$ cat config.mk
export PLATFORM = sky130hd
export DESIGN_NAME = sort_array_loader_flat
export DESIGN_NICKNAME = d
export VERILOG_FILES = /design/src/rtl/sort_pkg.sv /design/src/rtl/sort_array_loader_if.sv /design/src/rtl/load_demux.sv /design/src/rtl/sort_array_loader.sv /design/src/flat_wrapper.sv
export SDC_FILE = /design/constraint.sdc
export NUM_CORES = 1
export LEC_CHECK = 0
export ABC_AREA = 1
export CORE_AREA = 2 2 109 111
export CTS_CLUSTER_DIAMETER = 150
export DETAILED_ROUTE_END_ITERATION = 7
export DIE_AREA = 0 0 111 113
export GPL_TIMING_DRIVEN = 0
export PLACE_DENSITY = 0.84
export SLEW_MARGIN = 10
export SYNTH_ARGS = -nofsm -noshare
export SYNTH_HDL_FRONTEND = slang
export SYNTH_HIERARCHICAL = 1
export SYNTH_SLANG_ARGS = --single-unit
$ cat constraint.sdc
create_clock -name clk -period 9.2 [get_ports clk]
set_clock_uncertainty 0.15 [all_clocks]
set_input_delay 0.92 -clock clk [delete_from_list [all_inputs] [get_ports clk]]
set_output_delay 0.92 -clock clk [all_outputs]
set_load 0.05 [all_outputs]
$ cat src/rtl/sort_pkg.sv
// Shared definitions for the bubble-sort datapath: loader states, default sizes
// and the slot-slicing helper for the flat array bus.
package sort_pkg;

  localparam int unsigned DATA_W_DEF   = 16;
  localparam int unsigned NUM_ELEM_DEF = 8;

  typedef enum logic {
    LOAD_FILL,
    LOAD_FULL
  } load_state_e;

  // Low bit of slot k on a flat bus of w-bit slots; use as bus[slot_lsb(k, w) +: w].
  function automatic int unsigned slot_lsb(input int unsigned k, input int unsigned w);
    return k * w;
  endfunction

endpackage

$ cat src/rtl/sort_array_loader_if.sv
// Handshake and array bus between the word source / sort core (master) and the loader (slave).
interface sort_array_loader_if
  import sort_pkg::*;
#(
  parameter int unsigned data_in_width = DATA_W_DEF,
  parameter int unsigned num_elem      = NUM_ELEM_DEF,
  parameter int unsigned idx_width     = $clog2(num_elem)
);

  logic                                in_valid;
  logic [data_in_width-1:0]            in_data;
  logic                                in_ready;
  logic                                flush;
  logic                                array_valid;
  logic                                array_ack;
  logic [num_elem*data_in_width-1:0]   array_out;
  logic [idx_width:0]                  fill_count;

  modport master (
    output in_valid, in_data, flush, array_ack,
    input  in_ready, array_valid, array_out, fill_count
  );

  modport slave (
    input  in_valid, in_data, flush, array_ack,
    output in_ready, array_valid, array_out, fill_count
  );

endinterface

$ cat src/rtl/load_demux.sv
// 1-to-num_elem write demultiplexer: one-hot write enable for slot i_idx when i_en is set.
module load_demux #(
  parameter int unsigned num_elem  = 8,
  parameter int unsigned idx_width = $clog2(num_elem)
) (
  input  logic [idx_width-1:0] i_idx,
  input  logic                 i_en,
  output logic [num_elem-1:0]  o_we
);

  // Decode the index into a single write strobe, none when disabled.
  always_comb begin
    o_we = '0;
    if (i_en) begin
      o_we[i_idx] = 1'b1;
    end
  end

endmodule

$ cat src/rtl/sort_array_loader.sv
// Fills the sort register bank from a valid/ready word stream, then holds the full
// bank on a flat bus until the sort core acknowledges it.
module sort_array_loader
  import sort_pkg::*;
#(
  parameter int unsigned data_in_width = DATA_W_DEF,
  parameter int unsigned num_elem      = NUM_ELEM_DEF,
  parameter int unsigned idx_width     = $clog2(num_elem)
) (
  input  logic              clk,
  input  logic              rst,
  sort_array_loader_if.slave bus
);

  localparam logic [idx_width-1:0] LAST_IDX = idx_width'(num_elem - 1);
  localparam logic [idx_width:0]   FULL_CNT = (idx_width + 1)'(num_elem);

  load_state_e              r_state;
  logic [idx_width-1:0]     r_wr_idx;
  logic [idx_width:0]       r_fill_count;
  logic                     r_in_ready;
  logic                     r_array_valid;
  logic [data_in_width-1:0] r_slot [num_elem];

  logic                     w_accept;
  logic                     w_wr_en;
  logic [num_elem-1:0]      w_we;
  logic [num_elem*data_in_width-1:0] w_array_out;

  // r_in_ready is only high in FILL, so it alone qualifies an accept; flush drops the word.
  assign w_accept = bus.in_valid & r_in_ready;
  assign w_wr_en  = w_accept & ~bus.flush;

  load_demux #(
    .num_elem  (num_elem),
    .idx_width (idx_width)
  ) u_load_demux (
    .i_idx (r_wr_idx),
    .i_en  (w_wr_en),
    .o_we  (w_we)
  );

  // Fill/hold state machine with registered Moore outputs.
  always_ff @(posedge clk or posedge rst) begin
    if (rst) begin
      r_state       <= LOAD_FILL;
      r_wr_idx      <= '0;
      r_fill_count  <= '0;
      r_in_ready    <= 1'b1;
      r_array_valid <= 1'b0;
    end else begin
      unique case (r_state)
        LOAD_FILL: begin
          if (bus.flush) begin
            r_wr_idx     <= '0;
            r_fill_count <= '0;
          end else if (w_accept) begin
            if (r_wr_idx == LAST_IDX) begin
              r_state       <= LOAD_FULL;
              r_wr_idx      <= '0;
              r_fill_count  <= FULL_CNT;
              r_in_ready    <= 1'b0;
              r_array_valid <= 1'b1;
            end else begin
              r_wr_idx     <= r_wr_idx + idx_width'(1);
              r_fill_count <= r_fill_count + (idx_width + 1)'(1);
            end
          end
        end
        LOAD_FULL: begin
          // flush in FULL behaves exactly like an ack
          if (bus.array_ack || bus.flush) begin
            r_state       <= LOAD_FILL;
            r_wr_idx      <= '0;
            r_fill_count  <= '0;
            r_in_ready    <= 1'b1;
            r_array_valid <= 1'b0;
          end
        end
        default: begin
          r_state <= LOAD_FILL;
        end
      endcase
    end
  end

  // Slot bank: written only on a strobe, so in_data is never sampled while in_valid is low.
  always_ff @(posedge clk or posedge rst) begin
    if (rst) begin
      for (int k = 0; k < int'(num_elem); k++) begin
        r_slot[k] <= '0;
      end
    end else begin
      for (int k = 0; k < int'(num_elem); k++) begin
        if (w_we[k]) begin
          r_slot[k] <= bus.in_data;
        end
      end
    end
  end

  // Pack the slots onto the flat bus, slot 0 in the low bits.
  always_comb begin
    w_array_out = '0;
    for (int k = 0; k < int'(num_elem); k++) begin
      w_array_out[slot_lsb(k, data_in_width) +: data_in_width] = r_slot[k];
    end
  end

  assign bus.in_ready    = r_in_ready;
  assign bus.array_valid = r_array_valid;
  assign bus.array_out   = w_array_out;
  assign bus.fill_count  = r_fill_count;

endmodule

$ cat src/flat_wrapper.sv
// flat-port wrapper written by rule: the top's interface ports become plain ports
module sort_array_loader_flat import sort_pkg::*;
#(
  parameter int unsigned data_in_width = DATA_W_DEF,
  parameter int unsigned num_elem      = NUM_ELEM_DEF,
  parameter int unsigned idx_width     = $clog2(num_elem)
)
  (clk, rst, bus_in_valid, bus_in_data, bus_flush, bus_array_ack, bus_in_ready, bus_array_valid, bus_array_out, bus_fill_count);
  sort_array_loader_if #(.data_in_width(data_in_width), .num_elem(num_elem), .idx_width(idx_width)) bus_i ();
  input  logic clk;
  input  logic rst;
  input wire logic [$bits(bus_i.in_valid)-1:0] bus_in_valid;
  input wire logic [$bits(bus_i.in_data)-1:0] bus_in_data;
  input wire logic [$bits(bus_i.flush)-1:0] bus_flush;
  input wire logic [$bits(bus_i.array_ack)-1:0] bus_array_ack;
  output wire logic [$bits(bus_i.in_ready)-1:0] bus_in_ready;
  output wire logic [$bits(bus_i.array_valid)-1:0] bus_array_valid;
  output wire logic [$bits(bus_i.array_out)-1:0] bus_array_out;
  output wire logic [$bits(bus_i.fill_count)-1:0] bus_fill_count;
  assign bus_i.in_valid = bus_in_valid;
  assign bus_i.in_data = bus_in_data;
  assign bus_i.flush = bus_flush;
  assign bus_i.array_ack = bus_array_ack;
  assign bus_in_ready = bus_i.in_ready;
  assign bus_array_valid = bus_i.array_valid;
  assign bus_array_out = bus_i.array_out;
  assign bus_fill_count = bus_i.fill_count;
  sort_array_loader #(.data_in_width(data_in_width), .num_elem(num_elem), .idx_width(idx_width)) u_core (.clk(clk), .rst(rst), .bus(bus_i));
endmodule
== Word level (Yosys, flattened, before mapping) ==
Cells that the tools add are included.

* Bits of input ports: 21
* Word-level logic and storage cells: 59
* Output and inout bits: 134
* Flip-flop bits (word level): 138

* Muxes and demuxes: 28
* Bitwise logic cells: 4
* $lt $le $gt $ge: 2
* Reductions and logical operators: 4
* Equal/unequal tests: 6
* $add $sub $neg: 2

{| class="wikitable"
|+ Operator list
! cell !! count
|-
| 4-bit 2-to-1 mux || 4
|-
| 1-bit 2-to-1 mux || 13
|-
| 3-bit 2-to-1 mux || 4
|-
| 8-bit 2-to-1 mux || 1
|-
| 4-bit one-hot mux with 2 select lines || 1
|-
| 1-bit one-hot mux with 2 select lines || 3
|-
| 3-bit one-hot mux with 2 select lines || 1
|-
| 4-bit by 1-bit adder with 4-bit output, second input constant || 1
|-
| 3-bit by 4-bit less-than comparator with 1-bit output, second input constant || 1
|-
| 2-bit by 1-bit inequality test with 1-bit output, second input constant || 2
|-
| 2-bit inequality test, second input constant || 2
|-
| 4-bit AND reduction || 1
|-
| 3-bit by 1-bit adder with 3-bit output, second input constant || 1
|-
| 1-bit demux with 3-bit select || 1
|-
| 3-bit == test, second input constant || 1
|-
| 3-bit by 1-bit greater-or-equal comparator with 1-bit output, second input constant || 1
|-
| 3-bit by 2-bit inequality test with 1-bit output, second input constant || 1
|-
| 1-bit AND || 2
|-
| 1-bit inverter || 2
|-
| 2-bit AND reduction || 1
|-
| 1-bit logical AND || 1
|-
| 1-bit logical OR || 1
|}

== Longest topological paths before layout ==
* Word-level depth: 5
* Mapped depth: 7
* Mapped depth without buffers: 5

== By module ==
Netlist, hierarchy kept.

{| class="wikitable"
|+ Modules (own cells, without submodules)
! module !! cells each !! area each (um2) !! instances
|-
| sort_array_loader || 337 || 5713.0 || 1
|-
| load_demux || 17 || 63.8 || 1
|}

== Worst setup path after synthesis ==
No wires, ideal clock.

* Path type: input -> register
* Start point: in bus_in_valid
* End point: reg u_core.r_slot, in the netlist u_core/bus.array_out[112]
* Arrival time: 1.924 ns
* Path buffers: 2
* Path slack: 7.001 ns
* Stages on the path: 7
* Path through: nand2_1 > nor2_1 > nand2_1 > nor2_1 > buf_6 > buf_12 > mux2_4

* Word-level cells in the longest chain between the ends: 3

{| class="wikitable"
|+ RTL lines
! element !! RTL line !! source
|-
| start: declaration || flat_wrapper.sv:12 || <nowiki>input wire logic [$bits(bus_i.in_valid)-1:0] bus_in_valid;</nowiki>
|-
| 1-bit AND || sort_array_loader.sv:31 || <nowiki>assign w_accept = bus.in_valid & r_in_ready;</nowiki>
|-
| 1-bit AND || sort_array_loader.sv:32 || <nowiki>assign w_wr_en = w_accept & ~bus.flush;</nowiki>
|-
| via u_core.w_wr_en || sort_array_loader.sv:26 || <nowiki>logic w_wr_en;</nowiki>
|-
| 8-bit 2-to-1 mux || load_demux.sv:14 || <nowiki>if (i_en) begin</nowiki>
|-
| via u_core.w_we[7] || sort_array_loader.sv:27 || <nowiki>logic [num_elem-1:0] w_we;</nowiki>
|-
| end signal: indexed assignment || sort_array_loader.sv:96 || <nowiki>r_slot[k] <= bus.in_data;</nowiki>
|-
| end: declaration || sort_array_loader.sv:23 || <nowiki>logic [data_in_width-1:0] r_slot [num_elem];</nowiki>
|}

The timed path passes the listed nets, and every way through them passes these cells.
A chain may end at the register's enable or synchronous reset.

== Worst setup path in the final report ==
* Start point: reg u_core.r_in_ready (netlist: u_core/bus.in_ready)
* End point: out bus_in_ready

{| class="wikitable"
|+ RTL lines
! element !! RTL line !! source
|-
| start: declaration || sort_array_loader.sv:21 || <nowiki>logic r_in_ready;</nowiki>
|-
| start signal: assignment || sort_array_loader.sv:49 || <nowiki>r_in_ready <= 1'b1;</nowiki>
|-
| start signal: assignment || sort_array_loader.sv:62 || <nowiki>r_in_ready <= 1'b0;</nowiki>
|-
| start signal: assignment || sort_array_loader.sv:76 || <nowiki>r_in_ready <= 1'b1;</nowiki>
|-
| end: declaration || flat_wrapper.sv:16 || <nowiki>output wire logic [$bits(bus_i.in_ready)-1:0] bus_in_ready;</nowiki>
|}

No word-level cell between the ends.

==> metrics.md <==
| Metric | Value |
|---|---|
| Status | finished clean |
| Syn_nets | between 300 and 400 |
| CP peak stage delay | about 0.79 ns |
| Hold_buf cts | 0 |
| Top cell type by total area after synthesis | dfrtp_1 |
| Core Area | 11,300 um^2 |
| Cells after Synth | 354 |
| RSZ-0062 raised after global routing | false |
| Pins Over Slew Limit | 0 |
| Final hold violations | 0 |
| Htree depth | 4 |
| Hold Crit Class | flop to flop |
| Static leakage | between 0.003 and 0.004 uW |
| Routed wire length | approximately 13,000 um |
| Layout cells sized above 1 | between 30% and 40% |
| Clock Root Buffer | clkbuf_16 |
| Sequential fraction of the synthesis area | roughly 60% |
| Top cell type's share of synthesized area | 59.3% |
| Detailed Place HPWL | between 8000 and 9000 um |
| CP Buf/Inv Count | 1 |
| Die footprint | ~13,000 um^2 |
| Ranking of synthesized cells by area | dfrtp_1, mux2_4, mux2_2 |
| Pin count of the biggest net entering global routing | 74 |
| Area Overhead vs Synth | 40.8% |
| Clk_lat worst skew | 0.42 ns |
| Initial DRC count | approximately 150 |
| Routed Antenna Nets | 0 |
| Clock Pin Slew Worst Setup and Hold Paths | around 0.05 ns |
| Total CTS buffers | 17 |
| Max FO, Critical Path | 3 |
| Critical Path, Cell by Cell | clkdlybuf4s50_1 |
| Clk buf depth | 2 |
| Fmax | approximately 360 MHz |
| Die H | about 110 um |
| Cell variety after synth | 15 |
| Total grt overflow | 0 |
| Ys Warns | 6 |
| TritonCTS sink count | 138 |
| Initial cell density of the core | just over 50% |
| Length of routed met2 wiring | around 6400 um |
| TritonCTS clock tree | done |
| Crit start category | flop |
| WL met1 | ~5600 um |
| DR pass1 iterations | 4 |
| Initial antenna violation count | 0 |
| Crit Path Category | flop to output pin |
| Slew @ Worst Pin | 0.592 ns |
| Max cap viols | 0 |
| Cell family contributing the most delay on the critical path | buffers and inverters |
| Final min period | 2.81 ns |
| Postcts setup bufs | 0 |
| Final nets | between 500 and 600 |
| DR WL met3 | 1110 um |
| Ant. Diodes | 0 |
| Tot GR Track Use | between 20% and 30% |
| Routability-driven placement congestion ratio | 0.783 |
| First-pass GRT wire length | 21,300 um |
| Synth Cell Area | ~5800 um^2 |
| Vias in the first global route | 3,711 |
| Setup crit end kind | output pin |
| Final setup vio count | 0 |
| Vias | between 3,000 and 4,000 |
| Setup TNS | 0 ns |
| #FFs+latches synth | 138 |
| Tot Pwr | around 1300 uW |
| PortBufs | approximately 150 |
| FILL cells | 724 |
| Mapped Avg Cell Area | roughly 16 um^2 |
| Row count | 39 |
| DR WL/cell | between 15 and 20 um |
| Slew HR | a little over 60% |
| PostCTS Resize Cnt | 0 |
| Worst path slowest cell | clkdlybuf4s50_1 |
| Crit path arrival time | between 1.5 and 2 ns |
| I/O Pins | ~160 |
| Fin crit share | a little under a third |
| Vias/cell | between 5 and 6 |
| Top sig layer | met4 |
| Max IR drop VDD | 125 uV |
| DRC Markers | 0 |
| Pwr Density | approximately 160 nW/um^2 |
| Die Wd | between 100 and 150 um |
| Worst EP required | ~8.1 ns |
[sequential cells by signal, indices dropped and copies added, names as in the netlist]
| register | count |
|---|---|
| u_core/bus.array_valid | 1 |
| u_core/bus.array_out | 128 |
| u_core/bus.in_ready | 1 |
| u_core/r_wr_idx | 3 |
| u_core/r_state | 1 |
| u_core/bus.fill_count | 4 |
[cell usage in the layout, fill, tap and decap left out, types with 2 or more instances in the layout]
| cell | n |
|---|---|
| nand2_1 | 30 |
| mux2_4 | 80 |
| mux2_2 | 48 |
| clkbuf_16 | 17 |
| clkinv_2 | 6 |
| ha_1 | 4 |
| buf_6 | 8 |
| bufinv_16 | 3 |
| clkdlybuf4s50_1 | 154 |
| clkbuf_8 | 2 |
| clkinvlp_4 | 4 |
| buf_12 | 8 |
| nor2_1 | 13 |
| nand4_1 | 2 |
| inv_1 | 10 |
| nand3_1 | 3 |
| o21ai_0 | 7 |
| dfrtp_1 | 137 |
[logic make-up (layout without fill, tap and decap cells)]
group | count (synthesis) | after routing | share of synthesized area (%)
and+or+nand+nor | 49 | 49 | 3.38
DFF | 138 | 138 | 59.8
muxes | 128 | 128 | 30.1
xor gates and xnor gates | 1 | 1 | 0.152
buffers and inverters | 27 | 214 | 5.05
AOI/OAI and AO/OA | 7 | 7 | 0.606
adders and majority gates | 4 | 4 | 0.866
[through the flow]
step / hold slack (ns) / utilization [%] / setup slack, ns / cells / instance area, um^2
finish: 0.338 / 72.2 / 6.39 / 684 / 8130
global route: 0.358 / 72.2 / 6.35 / 684 / 8130
CTS: 0.346 / 72.2 / 6.36 / 684 / 8130
detailed placement: 0.341 / 66.8 / 6.28 / 652 / 7530
global placement: 0.321 / 66.5 / 2.81 / 651 / 7500
floorplan: 0.359 / - / 4.44 / 354 / 5780
[final cells by class]
type / instances / area [um^2] / area share (%)
tap: 143 / 179 / 2.20
sequential: 138 / 3450 / 42.5
buffer: 16 / 250 / 3.08
clock inverter: 13 / 150 / 1.85
timing repair buffer: 155 / 1570 / 19.3
multi-input combinational: 189 / 2030 / 25.0
clock buffer: 19 / 453 / 5.57
inverter: 11 / 46.3 / 0.569
[path summary, 6_finish.rpt]
path	start	end	slack (ns)	cells past startpoint
setup / recovery	u_core/bus.in_ready	bus_in_ready	6.39	1
hold / removal	u_core/bus.in_ready	u_core/bus.in_ready	0.34	2
setup reg to reg	u_core/bus.in_ready	u_core/bus.array_out[5]	7.13	7
hold reg to reg	u_core/bus.in_ready	u_core/bus.in_ready	0.34	2
max in group asynchronous	rst	u_core/bus.array_out[0]	7.34	3
min in group asynchronous	rst	u_core/bus.fill_count[3]	0.81	2
[power breakdown]
group / internal (uW) / total (uW) / switching, uW / leakage, uW
Sequential: 609 / 611 / 2.50 / 0.00192
Combinational: 13.8 / 42.2 / 28.4 / 0.00161
Clock: 437 / 688 / 251 / 0.000290
Total: 1060 / 1340 / 282 / 0.00382
[Yosys cell counts]
library cell,number
nand2_1,30
nor2_1,13
buf_6,8
nand4_1,2
nand2_2,1
xnor2_1,1
buf_12,8
o21ai_0,7
nand3_1,3
mux2_2,48
mux2_4,80
dfstp_2,1
dfrtp_1,137
ha_1,4
inv_1,11
[metal layers]
metal	up-vias	global-route usage, %
li1	1566	-
met1	1790	28.1
met2	140	35.4
met3	18	8.57
met4	0	7.75
met5	-	0
Power figures use the tool's default switching activity.
